<file path="src/rtl/mips_pipe_pkg.sv">
// rtl/mips_pipe_pkg.sv - shared MIPS pipeline constants: control-word bit map and register zero
package mips_pipe_pkg;

   localparam int CTRL_W = 8;

   localparam int CTRL_MEM_READ  = 0;
   localparam int CTRL_MEM_WRITE = 1;
   localparam int CTRL_REG_WRITE = 2;
   localparam int CTRL_ALU_SRC   = 3;
   localparam int CTRL_ALUOP_LSB = 4;

   localparam logic [4:0] REG_ZERO = 5'd0;

endpackage

</file>
<file path="src/rtl/id_ex_hazard.sv">
// rtl/id_ex_hazard.sv - combinational load-use hazard and ID stall detection
module id_ex_hazard
   import mips_pipe_pkg::*;
(
   input  logic       ex_valid,
   input  logic       ex_mem_read,
   input  logic [4:0] ex_rt,
   input  logic       id_valid,
   input  logic [4:0] id_rs,
   input  logic [4:0] id_rt,
   input  logic       flush,
   input  logic       hold,
   output logic       load_use,
   output logic       id_stall
);

   // A load into r0 never produces a usable value, so it cannot create a hazard.
   assign load_use = ex_valid && ex_mem_read && (ex_rt != REG_ZERO) && id_valid &&
                     ((ex_rt == id_rs) || (ex_rt == id_rt));

   assign id_stall = (load_use || hold) && !flush;

endmodule

</file>
<file path="src/rtl/id_ex_stage.sv">
// rtl/id_ex_stage.sv - ID/EX pipeline register with WB bypass, load-use bubble, flush and hold
// Optional performance counters enabled by defining ID_EX_PERF_CNT_EN.
module id_ex_stage #(
   parameter int CTRL_W = mips_pipe_pkg::CTRL_W,
   parameter int CNT_W  = 16
) (
   input  logic              clk,
   input  logic              reset,
   input  logic              id_valid,
   input  logic [4:0]        id_rs,
   input  logic [4:0]        id_rt,
   input  logic [4:0]        id_rd,
   input  logic [31:0]       id_rs_data,
   input  logic [31:0]       id_rt_data,
   input  logic [31:0]       id_imm,
   input  logic [CTRL_W-1:0] id_ctrl,
   input  logic              wb_reg_write,
   input  logic [4:0]        wb_rd,
   input  logic [31:0]       wb_data,
   input  logic              flush,
   input  logic              hold,
   output logic              id_stall,
   output logic              ex_valid,
   output logic [4:0]        ex_rs,
   output logic [4:0]        ex_rt,
   output logic [4:0]        ex_rd,
   output logic [31:0]       ex_rs_data,
   output logic [31:0]       ex_rt_data,
   output logic [31:0]       ex_imm,
   output logic [CTRL_W-1:0] ex_ctrl,
   output logic [CNT_W-1:0]  stall_cnt,
   output logic [CNT_W-1:0]  flush_cnt
);
   import mips_pipe_pkg::*;

   logic        load_use;
   logic [31:0] rs_opnd;
   logic [31:0] rt_opnd;

   id_ex_hazard u_hazard (
      .ex_valid    (ex_valid),
      .ex_mem_read (ex_ctrl[CTRL_MEM_READ]),
      .ex_rt       (ex_rt),
      .id_valid    (id_valid),
      .id_rs       (id_rs),
      .id_rt       (id_rt),
      .flush       (flush),
      .hold        (hold),
      .load_use    (load_use),
      .id_stall    (id_stall)
   );

   // r0 reads as zero; otherwise a same-cycle WB write to the source wins over the stale RF read.
   always_comb begin
      rs_opnd = id_rs_data;
      rt_opnd = id_rt_data;
      if (id_rs == REG_ZERO)
         rs_opnd = '0;
      else if (wb_reg_write && (wb_rd == id_rs))
         rs_opnd = wb_data;
      if (id_rt == REG_ZERO)
         rt_opnd = '0;
      else if (wb_reg_write && (wb_rd == id_rt))
         rt_opnd = wb_data;
   end

   // Hold outranks the load-use bubble; flush outranks both.
   always_ff @(posedge clk) begin
      if (reset || flush || (load_use && !hold)) begin
         ex_valid   <= 1'b0;
         ex_rs      <= '0;
         ex_rt      <= '0;
         ex_rd      <= '0;
         ex_rs_data <= '0;
         ex_rt_data <= '0;
         ex_imm     <= '0;
         ex_ctrl    <= '0;
      end else if (!hold) begin
         ex_valid   <= id_valid;
         ex_rs      <= id_rs;
         ex_rt      <= id_rt;
         ex_rd      <= id_rd;
         ex_rs_data <= rs_opnd;
         ex_rt_data <= rt_opnd;
         ex_imm     <= id_imm;
         ex_ctrl    <= id_valid ? id_ctrl : '0;
      end
   end

`ifdef ID_EX_PERF_CNT_EN
   logic [CNT_W-1:0] stall_q;
   logic [CNT_W-1:0] flush_q;

   always_ff @(posedge clk) begin
      if (reset) begin
         stall_q <= '0;
         flush_q <= '0;
      end else begin
         if (load_use && !flush && !hold && (stall_q != '1))
            stall_q <= stall_q + CNT_W'(1);
         if (flush && (flush_q != '1))
            flush_q <= flush_q + CNT_W'(1);
      end
   end

   assign stall_cnt = stall_q;
   assign flush_cnt = flush_q;
`else
   assign stall_cnt = '0;
   assign flush_cnt = '0;
`endif

endmodule
</file>
<file path="config.mk">
export PLATFORM = sky130hd
export DESIGN_NAME = id_ex_stage
export DESIGN_NICKNAME = d
export VERILOG_FILES = /design/src/rtl/mips_pipe_pkg.sv /design/src/rtl/id_ex_hazard.sv /design/src/rtl/id_ex_stage.sv
export SDC_FILE = /design/constraint.sdc
export NUM_CORES = 1
export LEC_CHECK = 0
export BUFFER_PORTS_ARGS = -buffer_cell sky130_fd_sc_hd__buf_2
export CELL_PAD_IN_SITES_DETAIL_PLACEMENT = 1
export CELL_PAD_IN_SITES_GLOBAL_PLACEMENT = 2
export CORE_AREA = 4 4 154 156
export DETAILED_ROUTE_END_ITERATION = 16
export DIE_AREA = 0 0 158 160
export PLACE_DENSITY_LB_ADDON = 0.1
export SYNTH_ARGS = -nofsm -noshare
export SYNTH_HDL_FRONTEND = slang
export SYNTH_SLANG_ARGS = --single-unit
</file>
<file path="constraint.sdc">
create_clock -name clk -period 3.05 [get_ports clk]
set_input_delay 0.305 -clock clk [delete_from_list [all_inputs] [get_ports clk]]
set_output_delay 0.305 -clock clk [all_outputs]
set_load 0.05 [all_outputs]
</file>
-- After elaboration in Yosys (flattened, before gate mapping)
Cells that the tools add are included.
Widths: inputs -> output; s select.
- reduce and logical (&&, ||, !) cells: 17
- equal/unequal tests: 4
- multiplexer cells: 5
- operator list (kind ; number):
    $mux 32 ; 4
    $eq 5x5->1 ; 4
    $logic_not 5->1 ; 2
    $logic_and 1x1->1 ; 8
    $mux 8 ; 1
    $reduce_bool 5->1 ; 1
    $logic_or 1x1->1 ; 4
    $logic_not 1->1 ; 2
- flip-flop bits (word level): 120
- output and inout port bits: 153

-- Depth between registers and ports, before layout
- depth after elaboration: 6
- depth in mapped cells: 7

-- Cells and area by module
Synthesis repeated with hierarchy kept, for this count alone.
- cells, all modules: 623
- area total of the unflattened synthesis: 5363.9 µm²
- by module, submodules not included (module ; area each (µm²) ; cells each ; times used):
    id_ex_stage ; 5207.5 ; 603 ; 1
    id_ex_hazard ; 156.4 ; 20 ; 1

-- Worst setup path after synthesis
OpenSTA, ideal clock, no wires.
- path type: register to output
- from: register ex_rt[4]
- to: output id_stall
- data arrival time: 2.392 ns
- slack: 0.353 ns
- data required time: 2.745 ns
- stages on the path, launching flop included: 7
- cells stage by stage: dfxtp_1 -> xor2_1 -> nor3_1 -> a22oi_4 -> buf_2 -> o21ai_0 -> nor2b_1
- longest elaborated chain between the ends: 6
- elaborated cells between the ends (all ways): 9
- ends and longest elaborated chain (item ; line ; text):
    from (decl) ; id_ex_stage.sv:25 ; output logic [4:0] ex_rt,
    from (signal assigned) ; id_ex_stage.sv:81 ; ex_rt <= id_rt;
    $reduce_bool 5->1 ; id_ex_hazard.sv:18 ; assign load_use = ex_valid && ex_mem_read && (ex_rt != REG_ZERO) && id_valid &&
    $logic_and 1x1->1 (2 in series) ; id_ex_hazard.sv:18 ;
    $logic_and 1x1->1 (*) ; id_ex_hazard.sv:18 ;
    $logic_or 1x1->1 (*) ; id_ex_hazard.sv:21 ; assign id_stall = (load_use || hold) && !flush;
    $logic_and 1x1->1 (*) ; id_ex_hazard.sv:21 ;
    to (decl) ; id_ex_stage.sv:22 ; output logic id_stall,
Every way passes the cells marked *; elsewhere a longest branch is shown, timed or not.

-- Final worst setup path
Ends and elaborated chain as after synthesis.

==> flow_summary.ini <==
[global_route]
grt_antenna_before_repair = 2
overflow = 0
track_usage = 0.173
grt_max_degree = 65
grt_pass1_vias = 6138
grt_pass1_wl_mm = 34.9

[place]
io_buffers = 282
placed_area_um2 = 7630
finalWeightedCongestion = 0.807
place_hpwl_mm = 16.5

[synthesis]
synth_cells = 621
seq_area_frac_synth = 0.390
yosys-top-cells-area = dfxtp_1 (39%), o32ai_2 (16%), mux2i_1 (10%)
syn_avg_cell_area_um2 = 9.92
ys_types = 29
synthesis.area_um2 = 6160
yosysWarnings = 0
ys_seq_elements = 120
netlist.area_leader.share = 0.390
synth_largest_area_cell = dfxtp_1

[die]
io_pins = 315
die_x_um = 158
dieArea_um2 = 25300
row_count = 55
die_h_um = 160
core_area_um2 = 22400
initial_utilization = 0.276

[route]
dr.pass1.iters = 4
wirelength_mm = 22.8
vias_per_cell = 4.85
drc = 0
vias = 5679
ant_nets = 0
wl_per_cell_um = 19.4
first_iter_violations = 187

[setup_path]
r2r-start = ex_rt[4]
reg2reg_setup_slack_ps = 620
cp.arrival_ps = 2380
worstSetupPathType = reg2out
critPathRequiredTime_ps = 2740
r2r_cells = 6
r2r-end = ex_rt_data[9]
end_kind = output port
crit_path_max_fanout = 18
startpoint_type = flop

[layout]
nets = 1034
mostFrequentLayoutCells = buf_2 (281), nand2_1 (120), dfxtp_1 (120)
final_common_cell = buf_2
layout-drive-gt1-share = 0.452
final_cell_area_um2 = 8220
area_delta_synth_final_pct = 33.3

[timing]
finalSetupViolCount = 0
skew_ps = 13.6
max_freq_mhz = 372
hold_viol = 0
period_minus_slack_ps = 2690
setup_tns_ps = 0
finalCritPeriodShare = 0.881
tightest_slew_ps = 1120
hold_slack_ps = 173
grt_setup_unrepaired = no
slew_headroom = 0.257
slew_violations = 0

[clock_tree]
cts_buffers = 17
cts_tree = built
clock-sinks = 120
clk_pin_slew_ps = 60
clock_path_buffers = 2
clkLatencyLatePin_ps = 410
postCtsHoldBufs = 0
ctsResizeCount = 0
cts_setup_buffers = 0
clockRootBuffer = clkbuf_16
h-tree-depth = 4

[hold_path]
holdPathEnd = ex_imm[13]
hold_path_class = in2reg
hold_path.startpoint = id_imm[13]
whs_path_depth = 3

[pwr]
power_uw = 4390
peakVddDrop_uv = 304
p_per_area_nw_per_um2 = 534
p_leak_uw = 0.00334

[flow_run]
maxCapViolCount = 0

[outcome]
status = completed
-- where the power goes --
| part | leakage, uW | internal, uW | switching (uW) |
|---|---|---|---|
| Clock | 0.000274 | 1240 | 728 |
| Sequential | 0.000977 | 1620 | 30.0 |
| Combinational | 0.00209 | 229 | 540 |
| Total | 0.00334 | 3090 | 1300 |
-- cell usage after synthesis --
cell type	n
nor4_1	2
a21oi_1	56
o32ai_1	4
inv_1	1
o2111ai_4	1
nor2b_1	2
clkbuf_1	42
a22oi_4	1
o21ai_1	1
o32ai_2	60
nand2_1	120
o21ai_0	1
nor2_1	2
xor2_1	18
o211ai_1	55
o22ai_4	2
buf_4	34
or4_1	2
conb_1	1
buf_2	13
or2_1	1
xnor2_1	2
dfxtp_1	120
or4_4	1
or3_1	1
mux2i_1	64
buf_6	10
and3_1	2
nor3_1	2
-- per-stage QoR --
stage | util | setup WS, ps | instances
floorplan | - | 353 | 652
global placement | 0.341 | 611 | 1138
detailed placement | 0.341 | 564 | 1138
CTS | 0.367 | 316 | 1170
global route | 0.367 | 187 | 1171
finish | 0.367 | 364 | 1172
-- worst max-delay path by stage --
stage | cells after the start | end | startpoint
global placement | 7 | ex_rt_data[3] | id_rs[4]
floorplan | 6 | id_stall | ex_rt[4]
finish | 7 | id_stall | ex_rt[4]
CTS | 7 | id_stall | ex_rt[4]
detailed placement | 7 | ex_rt_data[4] | id_rs[4]
global route | 7 | id_stall | ex_rt[4]
-- state kept, by name, summed over array words and instances (netlist names) --
signal,cells
ex_rd,5
ex_rt,5
ex_rt_data,32
ex_valid,1
ex_imm,32
ex_ctrl,8
ex_rs_data,32
ex_rs,5
-- metal layers --
| layer | global-route usage | part of all wire | vias to the layer above |
|---|---|---|---|
| met2 | 0.296 | 0.50 | 202 |
| li1 | - | - | 2715 |
| met4 | 0.0516 | 0.012 | 2 |
| met5 | 0 | 0.00031 | - |
| met1 | 0.212 | 0.41 | 2740 |
| met3 | 0.0480 | 0.074 | 20 |
-- cells by family (layout without fill, tap and decap cells) --
| logic type | after synthesis | in the layout | share of synthesized area |
|---|---|---|---|
| mux | 64 | 64 | 0.104 |
| simple gates | 135 | 135 | 0.0883 |
| buf+inv | 100 | 333 | 0.0964 |
| compound gates | 181 | 181 | 0.292 |
| xor+xnor | 20 | 20 | 0.0284 |
| flops | 120 | 120 | 0.390 |
| other cells | 1 | 34 | 0.000609 |
-- layout make-up --
class	instances	area, um^2
Clock inverter	12	126
Fill cell	2658	14100
Timing Repair Buffer	300	1570
Multi-Input combinational cell	432	3290
Antenna cell	2	5.00
Inverter	1	3.75
Clock buffer	20	457
Tap cell	285	357
Sequential cell	120	2400
-- worst max-delay path, stage by stage (launching register included) --
cell	delay [ps]
dfxtp_1	470
xor2_1	110
nor3_1	340
a22oi_4	150
buf_4	230
o21ai_0	210
nor2b_1	190
buf_2	290
Power figures use the tool's default switching activity.
